File: config.mk
export PLATFORM = sky130hd
export DESIGN_NAME = seg_disp_ctrl
export DESIGN_NICKNAME = d
export VERILOG_FILES = /design/src/rtl/seg_disp_ctrl.sv
export SDC_FILE = /design/constraint.sdc
export NUM_CORES = 1
export LEC_CHECK = 0
export ABC_AREA = 1
export BUFFER_PORTS_ARGS = -buffer_cell sky130_fd_sc_hd__buf_2
export CORE_MARGIN = 2
export CORE_UTILIZATION = 44
export CTS_CLUSTER_DIAMETER = 120
export CTS_CLUSTER_SIZE = 12
export DETAILED_ROUTE_END_ITERATION = 7
export GPL_TIMING_DRIVEN = 1
export SLEW_MARGIN = 15
export SYNTH_ARGS = -nofsm -noshare
export SYNTH_HDL_FRONTEND = slang
export SYNTH_SLANG_ARGS = --single-unit
File: constraint.sdc
create_clock -name ck -period 4 [get_ports ck]
set_input_delay 0.6 -clock ck [delete_from_list [all_inputs] [get_ports ck]]
set_output_delay 0.6 -clock ck [all_outputs]
set_load 0.02 [all_outputs]
File: src/rtl/seg_disp_ctrl.sv
// Eight-digit multiplexed seven-segment controller: saturating score/time capture,
// one shared round-robin double-dabble converter, scan with leading-zero blanking.
module seg_disp_ctrl #(
  parameter int W        = 14,
  parameter int PRESCALE = 50000
) (
  input  logic         ck,
  input  logic         rst_n,
  input  logic [W-1:0] score_val,
  input  logic         score_ld,
  input  logic [W-1:0] time_val,
  input  logic         time_ld,
  output logic         busy,
  output logic [6:0]   dig,
  output logic [7:0]   an,
  output logic         dp
);

  localparam int BW = 16 + W;
  localparam int CW = $clog2(W + 1);
  localparam int PW = (PRESCALE > 1) ? $clog2(PRESCALE) : 1;

  // Valid/ready: a ld strobe is always accepted in its cycle; busy only reports backlog.
  typedef enum logic [1:0] {IDLE, SHIFT, DONE} state_t;

  state_t          state, state_nxt;
  logic [CW-1:0]   cnt;
  logic [BW-1:0]   sr;
  logic            cur_score, ptr_score, grant_score, start;
  logic [W-1:0]    score_buf, time_buf;
  logic            score_pend, time_pend;
  logic [15:0]     score_bcd, time_bcd;
  logic [PW-1:0]   presc;
  logic [2:0]      idx;
  logic [15:0]     field;
  logic [1:0]      pos;
  logic [3:0]      nib;
  logic            blank;
  logic [6:0]      seg_nxt;

  function automatic logic [W-1:0] sat(input logic [W-1:0] v);
    if (32'(v) > 32'd9999) return W'(32'd9999);
    return v;
  endfunction

  // One double-dabble step: correct every BCD nibble >= 5, then shift left.
  function automatic logic [BW-1:0] dd_step(input logic [BW-1:0] s);
    logic [BW-1:0] t;
    t = s;
    for (int i = 0; i < 4; i++)
      if (t[W+4*i +: 4] >= 4'd5) t[W+4*i +: 4] = t[W+4*i +: 4] + 4'd3;
    return {t[BW-2:0], 1'b0};
  endfunction

  always_comb begin
    grant_score = score_pend & (~time_pend | ptr_score);
    start       = (state == IDLE) & (score_pend | time_pend);
    state_nxt   = state;
    case (state)
      IDLE:    if (start) state_nxt = SHIFT;
      SHIFT:   if (cnt == CW'(W - 1)) state_nxt = DONE;
      DONE:    state_nxt = IDLE;
      default: state_nxt = IDLE;
    endcase
  end

  always_ff @(posedge ck or negedge rst_n) begin
    if (!rst_n) begin
      state      <= IDLE;
      cnt        <= '0;
      sr         <= '0;
      cur_score  <= 1'b0;
      ptr_score  <= 1'b1;
      score_buf  <= '0;
      time_buf   <= '0;
      score_pend <= 1'b0;
      time_pend  <= 1'b0;
      score_bcd  <= '0;
      time_bcd   <= '0;
      busy       <= 1'b0;
    end else begin
      state <= state_nxt;
      busy  <= (state_nxt != IDLE) | score_pend | time_pend;
      case (state)
        IDLE: if (start) begin
          sr        <= {16'b0, grant_score ? score_buf : time_buf};
          cur_score <= grant_score;
          ptr_score <= ~grant_score;
          cnt       <= '0;
          if (grant_score) score_pend <= 1'b0;
          else             time_pend  <= 1'b0;
        end
        SHIFT: begin
          sr  <= dd_step(sr);
          cnt <= cnt + CW'(1);
        end
        DONE: begin
          if (cur_score) score_bcd <= sr[BW-1:W];
          else           time_bcd  <= sr[BW-1:W];
        end
        default: ;
      endcase
      // Strobes come last so a re-strobe wins over the grant clearing its flag.
      if (score_ld) begin
        score_buf  <= sat(score_val);
        score_pend <= 1'b1;
      end
      if (time_ld) begin
        time_buf  <= sat(time_val);
        time_pend <= 1'b1;
      end
    end
  end

  always_comb begin
    field = idx[2] ? time_bcd : score_bcd;
    pos   = idx[1:0];
    nib   = field[4*pos +: 4];
    case (pos)
      2'd1:    blank = (field[15:4] == 12'd0);
      2'd2:    blank = (field[15:8] == 8'd0);
      2'd3:    blank = (field[15:12] == 4'd0);
      default: blank = 1'b0;
    endcase
    case (nib)
      4'd0:    seg_nxt = 7'b0000001;
      4'd1:    seg_nxt = 7'b1001111;
      4'd2:    seg_nxt = 7'b0010010;
      4'd3:    seg_nxt = 7'b0000110;
      4'd4:    seg_nxt = 7'b1001100;
      4'd5:    seg_nxt = 7'b0100100;
      4'd6:    seg_nxt = 7'b0100000;
      4'd7:    seg_nxt = 7'b0001111;
      4'd8:    seg_nxt = 7'b0000000;
      4'd9:    seg_nxt = 7'b0001100;
      default: seg_nxt = 7'b1111111;
    endcase
    if (blank) seg_nxt = 7'b1111111;
  end

  always_ff @(posedge ck or negedge rst_n) begin
    if (!rst_n) begin
      presc <= '0;
      idx   <= '0;
      an    <= 8'hFF;
      dig   <= 7'h7F;
      dp    <= 1'b1;
    end else begin
      if (presc == PW'(PRESCALE - 1)) begin
        presc <= '0;
        idx   <= idx + 3'd1;
      end else begin
        presc <= presc + PW'(1);
      end
      an  <= ~(8'd1 << idx);
      dig <= seg_nxt;
      dp  <= ~(idx == 3'd4);
    end
  end

endmodule

# ---- Word level (Yosys, flattened, before mapping)
# Memory sizes are Yosys's and may differ from the RTL's.
# Cells that the tools add are included.
dict set report classes {
  shift 2
  div 0
  muxes 32
  n_mul 0
  reduce_logical 17
  eq_ne 10
  magnitude_cmp 6
  n_bitwise 11
  add_sub_neg 7
}
# op n
set ops {}
lappend ops {{$mux 14} 5}
lappend ops {{$pmux 30 s2} 1}
lappend ops {{$mux 16} 2}
lappend ops {{$mux 30} 1}
lappend ops {{$gt 14x14->1 const B} 2}
lappend ops {{$add 16x1->16 const B} 1}
lappend ops {{$eq 16x16->1 const B} 1}
lappend ops {{$ge 4x3->1 const B} 4}
lappend ops {{$mux 4} 4}
lappend ops {{$shiftx 16x5->4} 1}
lappend ops {{$reduce_bool 2->1} 7}
lappend ops {{$add 4x2->4 const B} 3}
lappend ops {{$logic_not 12->1} 1}
lappend ops {{$mux 1} 12}
lappend ops {{$logic_not 8->1} 1}
lappend ops {{$not 8->8} 1}
lappend ops {{$pmux 4 s2} 1}
lappend ops {{$reduce_and 2->1} 4}
lappend ops {{$shl 1x3->8 const A} 1}
lappend ops {{$mux 7} 1}
lappend ops {{$eq 2x2->1 const B} 3}
lappend ops {{$reduce_and 3->1} 2}
lappend ops {{$add 4x1->4 const B} 1}
lappend ops {{$eq 2x1->1 const B} 2}
lappend ops {{14 further kinds} 23}
dict set report totals {
  output_inout_bits 17
  wordCells 103
  rom_bits 112
  regBits 136
  memories 1
  latch_bits 0
  in_bits 32
  ram_bits 0
}
# name words width read_ports rd_ports_with_merged_regs wr line_no
set memory_table {}
lappend memory_table {{(no name shown)} 16 7 1 0 0 125} ;# case (nib)

# ---- Longest topological paths before layout
# Gate-level depths: netlist of the first run.
dict set report depth {
  ltp_word 7
  mapped_depth 13
  mapped_depth_nobuf 12
}

# ---- Least setup slack after synthesis of the first run
# Ideal clock, no wire load.
dict set report synth_path {
  kind {reg-to-reg}
  startpoint {register idx[2]}
  endpoint {register dig[3]}
  required_ns 3.911
  path_buffers 1
  setup_slack_ns 2.378
  setup_ns 0.089
  stages_incl_launch_ff 11
  synth_period_minus_slack_ns 1.622
  arrival_ns 1.533
  path_cell_list {dfrtp_1 > buf_2 > nand2_1 > nand3_1 > nand3_1 > nand2_1 > inv_1 > ha_1 > nand2_1 > nand3_1 > nand3_1}
}
dict set report synth_via {
  elab_chain_cells 4
  word_cells_on_any_way 8
  classes_between {shift (1); mux (3); reduce/logical (3); memory (1)}
}
# item line_no
set synth_lines {}
lappend synth_lines {{start: declaration} 34} ;# logic [2:0] idx;
lappend synth_lines {{start signal: assignment} 151} ;# idx <= idx + 3'd1;
lappend synth_lines {{$mux 16 *} 116} ;# field = idx[2] ? time_bcd : score_bcd;
lappend synth_lines {{$shiftx 16x5->4, or another cell as far along} 118} ;# nib = field[4*pos +: 4];
lappend synth_lines {{$mem_v2 16x7 / $pmux 1 s3 (equally long branches)} n/a}
lappend synth_lines {{$mux 7 *} 138} ;# if (blank) seg_nxt = 7'b1111111;
lappend synth_lines {{named net seg_nxt[3]} 39} ;# logic [6:0] seg_nxt;
lappend synth_lines {{end signal: assignment} 156} ;# dig <= seg_nxt;
lappend synth_lines {{end: declaration} 14} ;# output logic [6:0] dig,
# The timed path passes the listed nets; every way through them passes the cells marked *.
# A chain may end at the register's enable or synchronous reset.

# ---- Final worst setup path of the first run
# Same ends and word-level chain as after synthesis.

==> results by stage, run 1 <==
Detailed routing:
- Dividing the detail-routed wire length by the instance count gives ~14 um.
- The via total after detailed routing is between 5,000 and 6,000.
- The via density per instance is ~5.1.
- The detail route stage leaves a number of antenna-violating nets equal to 0.
- The number of remaining DRC errors is 0.
- After the first detailed-routing iteration, the DRC count stood at ~330.
- Wires add up to approximately 14 mm.
- The pre-antenna-repair detailed-routing pass consisted of 5 iterations.

Timing:
- Across all hold checks on the routed design, the worst slack comes to around 0.34 ns.
- Setup repair after global routing left no endpoint under its margin.
- The total count of hold-check failures in the final report is 0.
- The shortest clock period the worst path allows after layout is roughly 2.3 ns.
- The highest clock frequency the design can meet is approximately 430 MHz.
- The max-slew violation count is 0.
- In the finished design, the share of the clock period the worst path needs comes to slightly below 60%.
- Across the routed clock network, the largest skew measured is ~0.0077 ns.
- The slew at the pin closest to its max-slew limit is 1.040 ns.
- For the final routed database, the setup TNS stands at 0 ns.
- In this run the tightest slew margin relative to its limit is 30.49%.
- Setup violations remaining at the end of the flow were counted as 0.

Clocking:
- The number of clock sinks is between 100 and 150.
- No sink is reached through more buffers than the 2 on the longest clock path.
- The post-CTS resize count is 0.
- The clock-pin slew of the registers on the worst-case setup and hold paths is 0.06 ns.
- The root buffer cell chosen for the clock tree is clkbuf_16.
- The cts-stage hold buffer count is 0.
- The worst-skew pair later-pin latency is between 0.4 and 0.5 ns.
- The number of buffers inserted by post-CTS setup repair is 0.
- The total clock buffers created by CTS is 17.
- The level count of the clock H-tree is 4.
- The clock tree from TritonCTS is built.

Placement:
- Counting tap cells, the placed design contains a total of 969 instances.
- The count of buffers added on input and output ports is 48.
- After detailed placement, the total cell area comes to just under 0.007 sq mm.
- The detailed placement HPWL is roughly 9.5 mm.
- The placer's final routability congestion estimate is about 0.88.

Worst setup path:
- The worst register-to-register path has a depth of 10.
- In this run the worst setup path terminates at dig[3].
- The beginning of the worst register-to-register path is idx[2].
- The type of the worst setup path is reg -> reg.
- The register-to-register path setup slack is 1.69 ns.
- STA classifies the critical path endpoint as a flop.
- For the worst setup path, the data arrival time is roughly 2.7 ns.
- The end of the worst register-to-register path is dig[3].
- The largest fanout of any net on the critical path is 24.
- The type of element launching the critical path is a flop.
- The most critical setup path has its startpoint at idx[2].
- For the worst setup path, the data required time is about 4.4 ns.

Die:
- Row generation in the floorplan step produced between 40 and 50 rows.
- In this run the standard cell core region covers approximately 0.014 sq mm.
- The area of the die is around 0.016 sq mm.
- For this configuration, the core starts out at a cell density of 44.55%.
- The number of I/O pins is just under 50.
- The die outline height is roughly 120 um.
- The horizontal extent of the die is approximately 120 um.

Synthesis:
- Synthesis handed over a netlist of ~760 instances.
- Ranked by total cell area, the synthesized netlist is headed by dfrtp_1, nand2_1, dfstp_2, o21ai_0, nand3_1.
- Summed over all instances, the cell type with the most area after synthesis is dfrtp_1.
- The cell area after synthesis is 0.006401 sq mm.
- The total number of yosys warnings is 0.
- The post-synthesis average cell area is 8.400 sq um.
- The proportion of netlist area held by the largest area contributor is about 47%.
- The part of the Yosys area used for sequential elements is a little over half.
- The number of distinct standard cells referenced by the synthesized netlist is 31.
- The net count after synthesis is around 820.
- After synthesis the netlist holds a flip-flop and latch count of ~140.

Global route:
- The remaining global-route overflow is 0.
- The initial antenna violation count is 0.
- The largest net degree at the start of global routing is 75.
- The overall fraction of global-route tracks in use is 18.62%.
- The first global-routing pass estimated around 24 mm of wire.
- The via count of the first global-routing pass is a little over 5,000.

Cells and area:
- Leaving out fill and tap cells, the most frequent cell in the layout is nand2_1.
- The finished cells cover approximately 0.0073 sq mm.
- The repair_antennas step left the layout with diodes totalling 0.
- The share of cells above drive strength 1 is between 10% and 20%.
- The final standard cell count with taps included and fillers excluded is about 1,000.
- Relative to the synthesized area, the layout overhead comes to 14.66%.
- In the final design database the tool counted 860 nets.
- Leaving out fill and tap cells, the most frequent cells in the layout are nand2_1, dfrtp_1, inv_1.

Power:
- For this design the ratio of total power to cell area is roughly 530 mW/mm^2.
- IR analysis of the VDD net gives a maximum drop of around 310 uV.
- For this design the static power due to leakage is roughly 3.5 nW.

Worst hold path:
- The type of the tightest min-delay check is in -> async.

Status:
- The flow ran to the end, and the final reports show no timing, DRC or antenna violations.

Run:
- The number of violations of the max-capacitance limit is 0.
==> stage by stage <==
stage	setup WS (ns)	utilization, %	power, mW
3_5_place_dp	1.694	47.11	2.389
4_1_cts	1.679	51.04	3.906
2_1_floorplan	2.378	-	2.171
3_3_place_gp	1.805	47.11	2.364
6_report	1.691	51.08	3.860
5_1_grt	1.371	51.08	4.085
==> synth_stat cells <==
| master | number |
|---|---|
| a21oi_1 | 42 |
| a22oi_1 | 6 |
| buf_2 | 10 |
| buf_4 | 3 |
| buf_6 | 1 |
| clkbuf_1 | 13 |
| dfrtp_1 | 119 |
| dfstp_2 | 16 |
| ha_1 | 24 |
| inv_1 | 82 |
| inv_2 | 2 |
| nand2_1 | 186 |
| nand2_2 | 1 |
| nand3_1 | 66 |
| nand4_1 | 7 |
| nor2_1 | 69 |
| nor2_2 | 2 |
| nor2_4 | 1 |
| nor3_1 | 6 |
| nor3_4 | 1 |
| nor4_1 | 3 |
| o2111ai_1 | 5 |
| o211ai_1 | 2 |
| o21ai_0 | 77 |
| o21ai_1 | 4 |
| o21ai_2 | 1 |
| o22ai_1 | 4 |
| o311ai_0 | 1 |
| o31ai_1 | 1 |
| or2_2 | 1 |
| xor2_1 | 6 |
==> metal layers <==
layer	wire length, um	GRT usage [%]	vias up
li1	-	-	2573
met1	6222	23.94	2425
met2	6732	31.24	104
met3	493	4.811	8
met4	104	5.221	0
met5	0	0	-
==> power by group <==
part / total, mW / internal, mW / switching [mW]
clock network: 1.50 / 0.942 / 0.555
registers: 1.75 / 1.62 / 0.130
logic: 0.612 / 0.226 / 0.386
total: 3.86 / 2.79 / 1.07
==> worst min-delay path by stage <==
stage	endpoint	slack, ns	cells after the start
final	state[0]	0.34	1
after global routing	time_buf[4]	0.41	3
after CTS	sr[20]	0.38	1
after detailed placement	presc[0]	0.46	1
after global placement	presc[0]	0.45	1
after floorplan	busy	0.30	0
==> layout make-up <==
class	count	area (sq um)
clock inverter	9	101.3
timing repair buffer	50	270.3
clock buffer	22	464.2
multi-input combinational	516	2560
tap	184	230.2
sequential	135	3398
inverter	84	315.3
fill	1370	7029
==> cells by family (layout without fill, tap and decap cells) <==
family                   Yosys count  in the layout  synth area share (%)
buffers and inverters            111            165                 6.998
AND/OR/NAND/NOR                  343            343                 22.38
AO/OA/AOI/OAI                    143            143                 12.02
XOR/XNOR                           6              6                0.8209
flip-flops                       135            135                 53.09
adder cells (fa/ha/maj)           24             24                 4.691
==> critical path, cell delays in order (launching register included) <==
cell and delay [ns]:
dfrtp_1 0.77, inv_2 0.31, nand2_1 0.16, nand3_1 0.08
nand3_1 0.10, nand2_1 0.16, inv_1 0.15, ha_1 0.24
nand2_1 0.10, nand3_1 0.08, nand3_1 0.09
==> sequential cells by signal, summed over array words and instances, names as in the netlist, 2 cells and up <==
name	cells
an	8
cnt	4
dig	7
idx	3
presc	16
score_bcd	16
score_buf	14
sr	30
state	2
time_bcd	16
time_buf	14
(Power assumes the default switching activity.)
==> run 2, diff against run 1 <==
- ABC_AREA: 1 -> 0
- clock period: 4 -> 2.17 ns (I/O delays scaled with it)
==> run 2 against run 1 <==
Maximum frequency up 13%; clock-buffer cell count down 5; total power up 86%; critical path type unchanged; critical endpoint unchanged; largest cell class unchanged.
==> results by stage, run 2 <==
Worst setup path:
- The data required time of the critical path is 2.51 ns (-1.84 ns).
- The type of the worst setup path is reg -> reg.
- The delay of the slowest critical-path stage came to 0.61 ns (-0.16 ns).
- The slowest stage of the critical path is the mux4_1 cell.
- The largest fanout of any net on the critical path is 4 (-83%).
- The critical path capture point type is a flop.
- The arrival time of the worst setup path is 2.39 ns (-0.27 ns).
- Traced cell by cell, the critical path runs through mux4_1 -> mux2i_2 -> inv_1 -> ha_1 -> a21bo_1 -> o22ai_1 -> nand3_1.
- The type of element launching the critical path is a flop.

Cells and area:
- In the layout the commonest cells are dfrtp_1, nand3_1, buf_2.
- The number of flip-flops under the largest register name is 30 (unchanged).
- The count of fill cells added during filler insertion is 1,259 (-8.1%).
- The final antenna diode count is 0 (unchanged).
- The register with the highest flop count is sr.
- The share of cells above drive strength 1 is 23.93% (+11 points).
- The area occupied by registers is 0.003398 sq mm (unchanged).
- The number of nets at the end of the flow is 674 (-22%).
- Leaving out fill and tap cells, the most frequent cell in the layout is dfrtp_1.
- The layout overhead on the synthesized area is 16.73%.
- The multi-input logic area is 0.002620 sq mm (+2.3%).
- The final standard cell count with taps included and fillers excluded was 811 (-19%).

Global route:
- The largest net degree at the start of global routing is 62 (-17%).
- The initial antenna violation count came to 0 (unchanged).
- The overall fraction of global-route tracks in use is 17.90% (-0.72 points).
- The via count of the first global-routing pass is 4,339 (-15%).
- The first-pass GRT wire length is 21.15 mm (-11%).
- The remaining global-route overflow was 0 (unchanged).

Synthesis:
- By count the netlist is led by dfrtp_1, nand3_1, nand2_1.
- The post-synthesis average cell area is 11.28 sq um (+34%).
- The share of synthesized registers carrying an async set or reset is 100.0% (unchanged).
- The count of mapped cells out of synthesis is 563 (-26%).
- In the post-synthesis netlist, the cell with the most instances is dfrtp_1.
- The number of enable flip-flop cells after synthesis is 0 (unchanged).
- The number of synthesized register bits came to 135 (unchanged).
- The total number of yosys warnings is 0 (unchanged).
- The number of distinct standard cells referenced by the synthesized netlist is 59 (+90%).
- Of all cell types, the one taking the most synthesized area is dfrtp_1.
- The proportion of netlist area held by the largest area contributor is 46.89% (+0.37 points).
- The net count after synthesis is 619 (-24%).
- By area the synthesized netlist is led by dfrtp_1, dfstp_2, ha_1, nand3_1, mux2_2.
- The predominant post-synthesis flop cell is dfrtp_1.
- The part of the Yosys area used for sequential elements is 53.51% (+0.42 points).
- The cell area after synthesis was 0.006351 sq mm (-0.78%).

Timing:
- The total count of hold-check failures in the final report is 0 (unchanged).
- The slew at the pin closest to its max-slew limit came to 0.4810 ns (-0.5588 ns).
- The highest clock frequency the design can meet was 488.3 MHz (+13%).
- Setup repair after global routing left no endpoint under its margin.
- The final hold slack is 0.1125 ns (-0.2310 ns).
- The shortest clock period the worst path allows after layout is 2.048 ns (-0.2614 ns).
- The max-slew violation count is 0 (unchanged).
- The total negative setup slack came to 0 ns (unchanged).
- The worst relative slew slack was 67.69% (+37 points).
- The setup clock skew after layout is 0.005804 ns (-0.001902 ns).
- The final cycle utilization of the critical path was 94.38% (+37 points).
- The count of final setup violators came to 0 (unchanged).

Clocking:
- The maximum count of clock buffers along a single path is 2 (unchanged).
- The total clock buffers created by CTS was 17 (unchanged).
- The number of clock sinks is 135 (unchanged).
- TritonCTS built the clock tree.
- The level count of the clock H-tree came to 4 (unchanged).
- The CTS root buffer is clkbuf_16.
- The worst-skew pair later-pin latency is 0.42 ns (about the same).
- The clock-pin slew of the registers on the worst-case setup and hold paths is 0.06 ns (about the same).

Power:
- The leakage power is 3.345 nW (-5.7%).
- The switching component of the power is 1.971 mW (+84%).
- The relative contribution of combinational cells to total power is 16.4% (+0.5 points).
- The sequential fraction of design power is 44.7% (-0.7 points).
- The power per unit of standard cell area came to 969.4 mW/mm^2 (+84%).
- The power share of the clock group was 38.9% (about the same).
- The internal power consumption is 5.216 mW (+87%).
- The maximum ir drop on the vdd rail is 490.1 uV (+58%).
- The switching share of power is 27.43% (-0.33 points).

Placement:
- The detailed placement HPWL is 8.651 mm (-8.7%).
- The quantity of I/O buffers inserted on ports is 48 (unchanged).
- The cell count after placement is 777 (-20%).
- The placer's final routability congestion estimate is 0.7904 (-9.8%).

Detailed routing:
- The total wirelength of the detailed-routed design was 12.29 mm (-9.3%).
- The number of nets with antenna violations after routing is 0 (unchanged).
- The via density per instance is 5.402 (+5.7%).
- The violation count after the first detailed-route iteration is 255 (-22%).
- The number of remaining DRC errors is 0 (unchanged).
- The number of detailed-route iterations in the first pass came to 4 (-1).
- The via total after detailed routing was 4,381 (-14%).
- The wire length per cell after detailed routing came to 15.15 um (+12%).

Die:
- The horizontal extent of the die is 124.1 um (-0.38%).
- The number of placement rows is 43 (-2.3%).
- The placeable core region is 0.01399 sq mm (-2.6%).
- The area of the die is 0.01541 sq mm (-0.76%).
- The starting density of the core came to 45.40% (+0.85 points).
- The number of I/O pins came to 49 (unchanged).
- The die outline height was 124.1 um (-0.38%).

Run:
- The number of violations of the max-capacitance limit came to 0 (unchanged).

Status:
- The run finished with clean final reports.

Worst hold path:
- The worst hold path belongs to the class in -> reg.
-- run 2: changes by cell type after synthesis, sizes merged, moves of 8 or more --
cell / change
o22a: +14
xnor2: +12
nor2: -52
a21oi: -28
nand2: -141
o21ai: -48
mux2: +28
mux4: +8
nand3: -12
inv: -41
-- run 2: area by class of cell --
type	instances	share of cell area, %
clock buffer	17	5.738
sequential	135	45.84
tap	180	3.038
timing repair buffer	66	5.519
clock inverter	15	2.059
multi-input combinational	354	35.34
inverter	44	2.464
-- run 2: power by group through the flow --
stage / Clock, mW / Combinational (mW) / Sequential, mW
floorplan: 0 / 0.797 / 3.23
global placement: 0 / 1.12 / 3.25
detailed placement: 0 / 1.17 / 3.26
CTS: 2.85 / 1.17 / 3.22
global route: 2.98 / 1.31 / 3.26
finish: 2.80 / 1.18 / 3.22
-- run 2: metrics by stage --
step	utilization (%)	setup WS, ns	area (sq um)	total power [mW]
2_1_floorplan	-	0.02873	6355	4.028
3_3_place_gp	48.71	0.1387	6814	4.368
3_5_place_dp	48.71	0.08402	6814	4.429
4_1_cts	52.92	0.07515	7402	7.245
5_1_grt	53.00	0.01462	7413	7.546
6_report	53.00	0.1219	7413	7.187
-- run 2: worst max-delay path: cells and delay by family (launching register included) --
family / cells / cell delay, ns
simple gates: 1 / 0.10
fa+ha+maj: 1 / 0.22
compound gates: 2 / 0.31
mux: 2 / 0.81
buf+inv: 1 / 0.10
flops: 1 / 0.43
-- run 2: routing by layer --
layer  track usage (%)  wire (um)
met1             23.18       5737
met2             28.96       5943
met3             4.853        428
met4             6.320        179
met5                 0          0
-- run 2: timing repair --
action | 4_1_cts | 5_1_grt
setup endpoints to repair | 0 | 3
hold endpoints to repair | 32 | 0
hold buffers | 1 | 0
setup buffers | 0 | 1
gates resized for setup | 0 | 1
-- run 2: worst paths after layout --
path / startpoint / end / slack (ns) / cells past startpoint
setup reg to reg: idx[2] / dig[3] / 0.12 / 7
hold / removal: time_val[3] / time_buf[3] / 0.11 / 2
setup / recovery: idx[2] / dig[3] / 0.12 / 7
max in group asynchronous: rst_n / ptr_score / 1.03 / 3
hold reg to reg: sr[13] / sr[14] / 0.47 / 2
min in group asynchronous: rst_n / score_bcd[6] / 0.40 / 2
-- run 2: logic make-up (layout without fill, tap and decap cells) --
kind of cell / after synthesis / count (layout) / share of synthesized area, %
buffers and inverters: 74 / 142 / 5.299
muxes: 42 / 42 / 9.397
adders and majority gates: 24 / 24 / 4.728
AOI/OAI and AO/OA: 107 / 107 / 11.76
and+or+nand+nor: 161 / 161 / 12.55
xor gates and xnor gates: 20 / 20 / 2.758
DFF: 135 / 135 / 53.51
